==> config.mk <==
export PLATFORM = sky130hd
export DESIGN_NAME = fine_delay_ctrl_flat
export DESIGN_NICKNAME = d
export VERILOG_FILES = /design/src/rtl/fine_delay_req_if.sv /design/src/rtl/fine_delay_ctrl.sv /design/src/flat_wrapper.sv
export SDC_FILE = /design/constraint.sdc
export NUM_CORES = 1
export LEC_CHECK = 0
export BUFFER_PORTS_ARGS = -buffer_cell sky130_fd_sc_hd__buf_4
export CAP_MARGIN = 20
export CORE_ASPECT_RATIO = 0.8
export CORE_UTILIZATION = 55
export DETAILED_ROUTE_END_ITERATION = 6
export GPL_ROUTABILITY_DRIVEN = 0
export GPL_TIMING_DRIVEN = 0
export PLACE_DENSITY = 0.86
export SYNTH_ARGS = -nofsm -noshare
export SYNTH_HDL_FRONTEND = slang
export SYNTH_SLANG_ARGS = --single-unit
==> constraint.sdc <==
create_clock -name clk_400 -period 2.3 [get_ports clk_400]
set_input_delay 0.115 -clock clk_400 [delete_from_list [all_inputs] [get_ports clk_400]]
set_output_delay 0.115 -clock clk_400 [all_outputs]
set_load 0.05 [all_outputs]
==> src/rtl/fine_delay_req_if.sv <==
//------------------------------------------------------------------------------
// Module  : fine_delay_req_if
// Brief   : valid/ready request channel carrying a total fine-delay tap count
// Revision: 1.0
//------------------------------------------------------------------------------
`default_nettype none

interface fine_delay_req_if;
    logic       req_valid;
    logic       req_ready;
    logic [6:0] req_delay;

    modport master (
        output req_valid,
        output req_delay,
        input  req_ready
    );

    modport slave (
        input  req_valid,
        input  req_delay,
        output req_ready
    );
endinterface

`default_nettype wire

==> src/rtl/fine_delay_ctrl.sv <==
//------------------------------------------------------------------------------
// Module  : fine_delay_ctrl
// Brief   : splits a total tap request over three cascaded IDELAYE2 stages,
//           waits for the load to settle and verifies the readback
// Revision: 1.0
//------------------------------------------------------------------------------
`default_nettype none

module fine_delay_ctrl #(
    parameter int TAP_W         = 5,
    parameter int MAX_TAP       = 31,
    parameter int SETTLE_CYCLES = 8,
    parameter int MAX_RETRY     = 2
) (
    input  wire logic             clk_400,
    input  wire logic             reset_n,
    input  wire logic             idelay_rdy,
    fine_delay_req_if.slave       req,
    output logic [TAP_W-1:0]      fineDelay1,
    output logic [TAP_W-1:0]      fineDelay2,
    output logic [TAP_W-1:0]      fineDelay3,
    input  wire logic [TAP_W-1:0] fineDelay_data1,
    input  wire logic [TAP_W-1:0] fineDelay_data2,
    input  wire logic [TAP_W-1:0] fineDelay_data3,
    output logic                  busy,
    output logic                  done,
    output logic                  err,
    output logic                  clamped,
    output logic [6:0]            delay_applied
);

    localparam int CNT_W = $clog2(SETTLE_CYCLES + 1);
    localparam int RTY_W = $clog2(MAX_RETRY + 1) > 0 ? $clog2(MAX_RETRY + 1) : 1;

    localparam logic [6:0]       C_MAX_TAP     = 7'(MAX_TAP);
    localparam logic [6:0]       C_MAX_TOTAL   = 7'(3 * MAX_TAP);
    localparam logic [CNT_W-1:0] C_SETTLE_LAST = CNT_W'(SETTLE_CYCLES - 1);
    localparam logic [RTY_W-1:0] C_MAX_RETRY   = RTY_W'(MAX_RETRY);

    typedef enum logic [1:0] {
        S_IDLE   = 2'd0,
        S_SETTLE = 2'd1,
        S_CHECK  = 2'd2
    } state_t;

    state_t             state_q, state_d;
    logic [CNT_W-1:0]   cnt_q, cnt_d;
    logic [RTY_W-1:0]   retry_q, retry_d;
    logic [TAP_W-1:0]   tap1_q, tap1_d, tap2_q, tap2_d, tap3_q, tap3_d;
    logic               req_ready_q, req_ready_d;
    logic               busy_q, busy_d;
    logic               done_q, done_d;
    logic               err_q, err_d;
    logic               clamped_q, clamped_d;
    logic [6:0]         applied_q, applied_d;

    logic       accept;
    logic       match;
    logic [6:0] total;
    logic [6:0] split1, split2, split3, rem1;
    logic [6:0] readback_sum;

    // Tap split: fill stage 1, then stage 2, remainder lands in stage 3.
    always_comb begin
        total  = (req.req_delay > C_MAX_TOTAL) ? C_MAX_TOTAL : req.req_delay;
        split1 = (total > C_MAX_TAP) ? C_MAX_TAP : total;
        rem1   = total - split1;
        split2 = (rem1 > C_MAX_TAP) ? C_MAX_TAP : rem1;
        split3 = rem1 - split2;
    end

    assign accept       = req.req_valid & req_ready_q & (state_q == S_IDLE);
    assign match        = (fineDelay_data1 == tap1_q) &
                          (fineDelay_data2 == tap2_q) &
                          (fineDelay_data3 == tap3_q);
    assign readback_sum = 7'(fineDelay_data1) + 7'(fineDelay_data2) + 7'(fineDelay_data3);

    always_comb begin
        state_d   = state_q;
        cnt_d     = cnt_q;
        retry_d   = retry_q;
        tap1_d    = tap1_q;
        tap2_d    = tap2_q;
        tap3_d    = tap3_q;
        done_d    = 1'b0;
        err_d     = 1'b0;
        clamped_d = clamped_q;
        applied_d = applied_q;

        case (state_q)
            S_IDLE: begin
                if (accept) begin
                    state_d   = S_SETTLE;
                    cnt_d     = '0;
                    retry_d   = '0;
                    tap1_d    = TAP_W'(split1);
                    tap2_d    = TAP_W'(split2);
                    tap3_d    = TAP_W'(split3);
                    clamped_d = (req.req_delay > C_MAX_TOTAL);
                end
            end
            S_SETTLE: begin
                if (!idelay_rdy) begin
                    state_d = S_IDLE;
                    err_d   = 1'b1;
                end else if (cnt_q == C_SETTLE_LAST) begin
                    state_d = S_CHECK;
                end else begin
                    cnt_d = cnt_q + 1'b1;
                end
            end
            S_CHECK: begin
                if (!idelay_rdy) begin
                    state_d = S_IDLE;
                    err_d   = 1'b1;
                end else if (match) begin
                    state_d   = S_IDLE;
                    done_d    = 1'b1;
                    applied_d = readback_sum;
                end else if (retry_q < C_MAX_RETRY) begin
                    // LD is tied high, so simply waiting again reloads the same taps.
                    state_d = S_SETTLE;
                    cnt_d   = '0;
                    retry_d = retry_q + 1'b1;
                end else begin
                    state_d = S_IDLE;
                    err_d   = 1'b1;
                end
            end
            default: begin
                state_d = S_IDLE;
            end
        endcase

        busy_d      = (state_d != S_IDLE);
        req_ready_d = (state_d == S_IDLE) & idelay_rdy;
    end

    always_ff @(posedge clk_400 or negedge reset_n) begin
        if (!reset_n) begin
            state_q     <= S_IDLE;
            cnt_q       <= '0;
            retry_q     <= '0;
            tap1_q      <= '0;
            tap2_q      <= '0;
            tap3_q      <= '0;
            req_ready_q <= 1'b0;
            busy_q      <= 1'b0;
            done_q      <= 1'b0;
            err_q       <= 1'b0;
            clamped_q   <= 1'b0;
            applied_q   <= '0;
        end else begin
            state_q     <= state_d;
            cnt_q       <= cnt_d;
            retry_q     <= retry_d;
            tap1_q      <= tap1_d;
            tap2_q      <= tap2_d;
            tap3_q      <= tap3_d;
            req_ready_q <= req_ready_d;
            busy_q      <= busy_d;
            done_q      <= done_d;
            err_q       <= err_d;
            clamped_q   <= clamped_d;
            applied_q   <= applied_d;
        end
    end

    assign req.req_ready  = req_ready_q;
    assign fineDelay1     = tap1_q;
    assign fineDelay2     = tap2_q;
    assign fineDelay3     = tap3_q;
    assign busy           = busy_q;
    assign done           = done_q;
    assign err            = err_q;
    assign clamped        = clamped_q;
    assign delay_applied  = applied_q;

endmodule

`default_nettype wire

==> src/flat_wrapper.sv <==
// flat-port wrapper written by rule: the top's interface ports become plain ports
module fine_delay_ctrl_flat 
#(
    parameter int TAP_W         = 5,
    parameter int MAX_TAP       = 31,
    parameter int SETTLE_CYCLES = 8,
    parameter int MAX_RETRY     = 2
)
  (clk_400, reset_n, idelay_rdy, fineDelay1, fineDelay2, fineDelay3, fineDelay_data1, fineDelay_data2, fineDelay_data3, busy, done, err, clamped, delay_applied, req_req_valid, req_req_delay, req_req_ready);
  fine_delay_req_if req_i ();
  input  wire logic clk_400;
  input  wire logic reset_n;
  input  wire logic idelay_rdy;
  output logic [TAP_W-1:0] fineDelay1;
  output logic [TAP_W-1:0] fineDelay2;
  output logic [TAP_W-1:0] fineDelay3;
  input  wire logic [TAP_W-1:0] fineDelay_data1;
  input  wire logic [TAP_W-1:0] fineDelay_data2;
  input  wire logic [TAP_W-1:0] fineDelay_data3;
  output logic busy;
  output logic done;
  output logic err;
  output logic clamped;
  output logic [6:0] delay_applied;
  input wire logic [$bits(req_i.req_valid)-1:0] req_req_valid;
  input wire logic [$bits(req_i.req_delay)-1:0] req_req_delay;
  output wire logic [$bits(req_i.req_ready)-1:0] req_req_ready;
  assign req_i.req_valid = req_req_valid;
  assign req_i.req_delay = req_req_delay;
  assign req_req_ready = req_i.req_ready;
  fine_delay_ctrl #(.TAP_W(TAP_W), .MAX_TAP(MAX_TAP), .SETTLE_CYCLES(SETTLE_CYCLES), .MAX_RETRY(MAX_RETRY)) u_core (.clk_400(clk_400), .reset_n(reset_n), .idelay_rdy(idelay_rdy), .req(req_i), .fineDelay1(fineDelay1), .fineDelay2(fineDelay2), .fineDelay3(fineDelay3), .fineDelay_data1(fineDelay_data1), .fineDelay_data2(fineDelay_data2), .fineDelay_data3(fineDelay_data3), .busy(busy), .done(done), .err(err), .clamped(clamped), .delay_applied(delay_applied));
endmodule
==> summary.txt, run 1 <==
Outcome
  • Run status: complete, no violations

Pwr
  • Total power after layout: 3100 uW
  • Cell Pwr Density: 1050 nW/um^2
  • Comb pwr share: 0.507
  • Pleak: 0.00144 uW
  • Sw frac: 0.469
  • Int Pwr: 1650 uW
  • Max IR drop VDD: 770 uV
  • Reg power frac: 0.318
  • Switching pwr: 1450 uW
  • Clk pwr share: 0.175

STA
  • Slew margin rel.: 0.662
  • Hold_ws: 0.118 ns
  • Setup violators final: 0
  • Slew @ Worst Pin: between 0.5 and 0.6 ns
  • F_max: 466 MHz
  • Minimum clock period: 2.15 ns
  • Hold Fails Final Rpt: 0
  • Final-report max-slew violation count: 0
  • Final period util: 0.933
  • RSZ-0062 raised after global routing: no
  • Skew final: 0.00337 ns

Critical path
  • CP arrival: ~2.3 ns
  • Max stage delay on crit path: 0.55 ns
  • R2r setup slk: 0.19 ns
  • Max FO, Critical Path: 2
  • Depth of the worst register-to-register path: 8
  • Setup CP Type: in2reg
  • Critical path cell sequence: buf_4 > ha_1 > fa_1 > ha_1 > a21o_1 > a21oi_1 > o21bai_1 > a21oi_1 > xor2_1 > mux2_4
  • Reg-to-reg startpoint: u_core.state_q[1]$_DFF_PN0_
  • Worst EP required: 2.47 ns
  • CP startpoint kind: input pin
  • Largest delay share family, worst path: adder cells
  • RR Endpoint: u_core.cnt_q[3]$_DFFE_PN0P_
  • CP max stage cell: fa_1
  • CP bufs+invs: 1
  • Worst setup EP type: register

Die
  • Die ar.: 4630 sq um
  • Die X: between 70 and 80 um
  • Initial core utilization: 0.574
  • Core area: 4180 sq um
  • Rows: 21
  • # IOs: 53
  • Die Y: 61.1 um

Global routing
  • Antenna violations before repair: 0
  • GRT Total Usage: 0.246
  • Global-route wire length before repair: 8.50 mm
  • Gr ovfl total: 0
  • GRT busiest layer: met2
  • Pin count of the biggest net entering global routing: 36
  • Met1 usage in global routing: 0.340
  • GR Util met3: 0.0524
  • GR Util met2: 0.391
  • Vias in the first global route: just under 2000

Drt
  • DRC: 0
  • Post-DRT Antenna Nets: 0
  • Via density: ~5.6
  • DR iter-0 viols: approximately 100
  • Wirelength per Cell: between 10 and 15 um
  • DR vias: 2095
  • Pre-antenna DRT Iters: 4
  • Routed WL: 5.33 mm

Min path
  • Worst min path class: in2reg
  • Worst hold path depth: 3
  • Hold Startpoint: req_req_delay[3]
  • Hold-critical path endpoint: u_core.fineDelay1[3]$_DFFE_PN0P_

Synthesis
  • Seq cells post-synth: 35
  • Cells after Synth: 259
  • Area leader, netlist: dfrtp_1
  • Synth warnings: 0
  • Area contributors post-synth: dfrtp_1, ha_1, xor2_1
  • Synth unique cells: 50
  • Yosys top cell area share: 0.365
  • Syn_area_per_cell: 9.26 sq um
  • Synth Net Count: 304
  • Asr flop ratio synth: 1.00
  • Post-synth EDFFs: 0
  • Synth Flop Type: dfrtp_1
  • Sequential area share after synthesis: 0.365
  • Synthesized cell area: approximately 2400 sq um

Clocking
  • Total setup buffers inserted after CTS: 0
  • Total CTS buffers: 5
  • Max clock buf depth: 2
  • Worst-Skew Late Latency: 0.28 ns
  • CTS tree: yes
  • Reg clk slew, reported paths: 0.07 ns
  • H-tree Lvls: 2
  • CTS root buffer: clkbuf_8
  • Total clock sinks: 35

Place
  • DPL Wire Length: 4.22 mm
  • Buffers on Ports: 50

Final layout
  • # nets final: 360
  • Commonest non-fill, non-tap cell in the layout: buf_4
  • Area growth syn-to-layout: 23.4%
  • Layout cell share with drive strength beyond 1: 0.232
  • Inserted Diodes: 0
  • Commonest non-fill, non-tap cells in the layout: buf_4, dfrtp_1, nand2_1

Flow run
  • Max cap viols: 0
## final cells by class
| type | instances | area [sq um] |
|---|---|---|
| Multi-Input combinational cell | 205 | 1450 |
| Fill cell | 320 | 1220 |
| Sequential cell | 35 | 876 |
| Timing Repair Buffer | 51 | 385 |
| Tap cell | 57 | 71.3 |
| Clock buffer | 5 | 68.8 |
| Buffer | 9 | 45.0 |
| Clock inverter | 2 | 37.5 |
| Inverter | 8 | 30.0 |
## power by group through the flow
stage,clock [uW],sequential [uW],combinational [uW]
finish,542,987,1570
global route,576,1010,1690
CTS,547,983,1580
detailed placement,0,994,1570
global placement,0,985,1530
floorplan,0,1480,592
## worst max path at each step
| stage | startpoint | endpoint | slack, ns | cells past startpoint |
|---|---|---|---|---|
| floorplan | req_req_delay[5] | u_core.fineDelay3[4]$_DFFE_PN0P_ | 0.11 | 14 |
| global placement | req_req_delay[6] | u_core.fineDelay3[4]$_DFFE_PN0P_ | -0.19 | 14 |
| detailed placement | req_req_delay[6] | u_core.fineDelay3[4]$_DFFE_PN0P_ | -0.25 | 14 |
| CTS | req_req_delay[6] | u_core.fineDelay3[4]$_DFFE_PN0P_ | 0.04 | 14 |
| global route | fineDelay_data1[0] | u_core.delay_applied[5]$_DFFE_PN0P_ | 0.004 | 10 |
| finish | fineDelay_data1[0] | u_core.delay_applied[5]$_DFFE_PN0P_ | 0.15 | 10 |
## through the flow
step | TNS, ns | utilization | instance area (sq um) | cells | setup WS (ns)
3_5_place_dp | -0.598 | 0.681 | 2850 | 366 | -0.246
4_1_cts | 0 | 0.709 | 2960 | 374 | 0.0354
6_report | 0 | 0.708 | 2960 | 372 | 0.154
5_1_grt | 0 | 0.708 | 2960 | 372 | 0.00382
2_1_floorplan | 0 | - | 2400 | 259 | 0.111
3_3_place_gp | -0.352 | 0.681 | 2850 | 366 | -0.186
## worst register-to-register path: stages, from the launching register on
cell	delay, ns
dfrtp_1	0.41
inv_1	0.09
ha_1	0.22
a21boi_1	0.19
or2_1	0.23
clkbuf_1	0.17
or4_1	0.41
o211ai_1	0.18
a22o_1	0.14
## logic make-up after synthesis
group,after synthesis,share of synthesized area
compound gates,58,0.156
mux,8,0.0480
fa+ha+maj,19,0.105
xor+xnor,26,0.0981
flops,35,0.365
simple gates,94,0.192
buf+inv,19,0.0344
## layer usage
layer / vias up / wire length, um
met5: - / 0
met4: 0 / 54
met3: 7 / 236
met2: 52 / 2510
met1: 1013 / 2540
li1: 1023 / -
## registers in the layout, indices dropped and copies added (netlist names)
register,count
u_core.fineDelay2,5
u_core.delay_applied,7
u_core.fineDelay3,5
u_core.done,1
u_core.busy,1
u_core.clamped,1
u_core.err,1
u_core.fineDelay1,5
u_core.req.req_ready,1
u_core.state_q,2
u_core.cnt_q,4
u_core.retry_q,2
## timing repair
item | in CTS | in global routing
endpoints found under the hold margin | 35 | 0
resized for setup | 0 | 1
endpoints found under the setup margin | 0 | 2
hold buffers | 1 | 0
## Yosys cell counts, drive strengths merged, types with 3 or more instances
library cell	instances
mux2	7
clkbuf	7
o21ai	13
a21oi	12
nor3	3
nor2b	3
ha	17
nand3	8
inv	8
dfrtp	35
or2	3
xnor2	8
a31oi	6
nand2b	3
or4	3
nand4	3
xor2	18
buf	4
nor4	5
a21boi	3
nand2	32
a21o	4
nor2	23
Note: power is estimated with default switching activity, not from simulation.
==> run 2: changes to the inputs <==
--- a/config.mk
+++ b/config.mk
@@ -7,7 +7,7 @@
 export LEC_CHECK = 0
 export BUFFER_PORTS_ARGS = -buffer_cell sky130_fd_sc_hd__buf_4
 export CAP_MARGIN = 20
-export CORE_ASPECT_RATIO = 0.8
+export CORE_ASPECT_RATIO = 1.1
 export CORE_UTILIZATION = 55
 export DETAILED_ROUTE_END_ITERATION = 6
 export GPL_ROUTABILITY_DRIVEN = 0
==> run 2 against run 1 <==
Net effect: via count is 0.76% lower; final area shrank 1.2%; first-iteration DRC count up 37%; wire length up 1.8%; core utilization increased by 0.74 points; sequential power fell by 0.9%; final cell count shrank 1.6%; worst setup slack improved by 0.017 ns.
==> summary.txt, run 2 (synthesis gave the netlist of run 1 again) <==
Min path
  • Hold Startpoint: req_req_delay[0]
  • Worst min path class: in2reg

Final layout
  • Area growth syn-to-layout: 21.9%
  • Commonest non-fill, non-tap cell in the layout: buf_4
  • Inserted Diodes: 0 (unchanged)
  • # nets final: 360 (unchanged)
  • Commonest non-fill, non-tap cells in the layout: buf_4, dfrtp_1, nand2_1
  • Largest register FFs: 7 (unchanged)
  • Fill cells: 330 (+3.1%)
  • Layout cell share with drive strength beyond 1: 0.229 (-0.00245)

Global routing
  • Gr ovfl total: 0 (unchanged)
  • Vias in the first global route: 2015 (+3.8%)
  • Global-route wire length before repair: 9.18 mm (+8.0%)
  • Antenna violations before repair: 0 (unchanged)
  • Pin count of the biggest net entering global routing: 36 (unchanged)
  • GRT Total Usage: 0.259 (+0.0130)

Critical path
  • CP startpoint kind: register
  • CP startpoint: u_core.fineDelay2[3]$_DFFE_PN0P_
  • CP max stage cell: dfrtp_1
  • Critical path cell sequence: xor2_1 > nor4_1 > nand2_1 > or2_1 > buf_6 > nor2_8 > mux2_4
  • Reg-to-reg startpoint: u_core.fineDelay2[3]$_DFFE_PN0P_
  • CP arrival: 2.30 ns (-0.02 ns)
  • Worst EP required: 2.47 ns (about the same)
  • Setup CP Type: reg2reg
  • Worst setup EP type: register
  • Largest delay share family, worst path: simple AND/OR/NAND/NOR gates
  • CP bufs+invs: 1 (unchanged)
  • Max stage delay on crit path: 0.41 ns (-0.14 ns)
  • Max FO, Critical Path: 8 (+6)

Drt
  • Top Layer Used: met4
  • Routed met2 length: 2.75 mm (+9.7%)
  • Post-DRT Antenna Nets: 0 (unchanged)
  • Routed length on met3: 293 um (+24%)
  • Pre-antenna DRT Iters: 4 (unchanged)
  • DRC: 0 (unchanged)
  • DR vias: 2079 (-0.76%)
  • WL met1: 2.28 mm (-10%)
  • Via density: 5.68 (+0.86%)
  • DR iter-0 viols: 138 (+37%)
  • Wirelength per Cell: 14.8 um (+3.5%)
  • Routed WL: 5.43 mm (+1.8%)

Clocking
  • CTS root buffer: clkbuf_8
  • Reg clk slew, reported paths: 0.07 ns (about the same)
  • Total clock sinks: 35 (unchanged)
  • Max clock buf depth: 2 (unchanged)
  • CTS tree: yes
  • H-tree Lvls: 2 (unchanged)
  • Worst-Skew Late Latency: 0.29 ns (about the same)
  • Total CTS buffers: 5 (unchanged)
  • Total setup buffers inserted after CTS: 0 (unchanged)

Place
  • Buffers on Ports: 50 (unchanged)
  • DPL Wire Length: 4.19 mm (-0.75%)
  • Dpl ws: -0.249 ns (-0.00373 ns)

STA
  • Slew @ Worst Pin: 0.445 ns (-0.0588 ns)
  • F_max: 470 MHz (+0.79%)
  • Setup violators final: 0 (unchanged)
  • Skew final: 0.00620 ns (+0.00282 ns)
  • Slew margin rel.: 0.704 (+0.0418)
  • Hold Fails Final Rpt: 0 (unchanged)
  • Minimum clock period: 2.13 ns (-0.0168 ns)
  • Final-report max-slew violation count: 0 (unchanged)
  • Worst setup margin: 0.170 ns (+0.0168 ns)
  • Final period util: 0.926 (-0.00731)

Die
  • Die Y: 71.3 um (+17%)
  • Core area: 4080 sq um (-2.2%)
  • Rows: 24 (+14%)
  • # IOs: 53 (unchanged)
  • Die ar.: 4630 sq um (about the same)
  • Initial core utilization: 0.587 (+0.0132)
  • Die X: 65.0 um (-14%)

Pwr
  • Pleak: 0.00143 uW (-0.98%)
  • Cell Pwr Density: 1020 nW/um^2 (-3.1%)
  • Total power after layout: 2970 uW (-4.3%)
  • Max IR drop VDD: 1040 uV (+35%)

Outcome
  • Run status: complete, no violations

Flow run
  • Max cap viols: 0 (unchanged)
[run 2: changes by cell type in the layout (fill, tap and decap cells not counted), sizes merged]
cell / before / now
bufinv: 1 / 0
[run 2: path summary, 6_finish.rpt]
check	cells past startpoint	slack [ns]	to
min reg2reg	1	0.49	u_core.retry_q[0]$_DFFE_PN0P_
max	7	0.17	u_core.delay_applied[2]$_DFFE_PN0P_
max in group asynchronous	2	1.66	u_core.delay_applied[6]$_DFFE_PN0P_
min in group asynchronous	2	0.32	u_core.cnt_q[3]$_DFFE_PN0P_
max reg2reg	7	0.17	u_core.delay_applied[2]$_DFFE_PN0P_
min	3	0.1	u_core.fineDelay1[0]$_DFFE_PN0P_
[run 2: per-layer routing]
metal | up-vias | global-route usage
met5 | - | 0
li1 | 1022 | -
met4 | 0 | 0.0914
met3 | 11 | 0.0478
met1 | 976 | 0.330
met2 | 70 | 0.439
[run 2: worst register-to-register path: stages, from the launching register on]
cell and delay [ns]:
dfrtp_1 0.41, xor2_1 0.17, nor4_1 0.38, nand2_1 0.13
or2_1 0.26, buf_6 0.14, nor2_8 0.20, mux2_4 0.32
[run 2: repair_timing]
item | in CTS | in global routing
hold buffers | 1 | 0
endpoints found under the hold margin | 35 | 0
endpoints found under the setup margin | 0 | 2
resized for setup | 0 | 1
[run 2: through the flow]
step,hold slack (ns),cell area (sq um),utilization,std cells,TNS (ns)
after floorplan,-0.181,2400,-,259,0
after global placement,0.0894,2840,0.695,361,-0.360
after detailed placement,0.0992,2840,0.695,361,-0.559
after CTS,0.0978,2930,0.716,368,0
after global routing,0.123,2920,0.716,366,-0.00891
final,0.0978,2920,0.716,366,0
[run 2: power breakdown]
| group | internal, uW | switching (uW) | total (uW) | leakage [uW] |
|---|---|---|---|---|
| logic | 542 | 1040 | 1580 | 0.000942 |
| clock network | 201 | 212 | 413 | 0.0000361 |
| registers | 790 | 188 | 978 | 0.000449 |
[run 2: final cells by class]
cell class	count	area [sq um]	area share
Buffer	9	45.0	0.0154
Clock buffer	5	68.8	0.0235
Clock inverter	1	7.51	0.00257
Inverter	8	30.0	0.0103
Multi-Input combinational cell	205	1450	0.494
Sequential cell	35	876	0.300
Tap cell	52	65.1	0.0223
Timing Repair Buffer	51	385	0.132
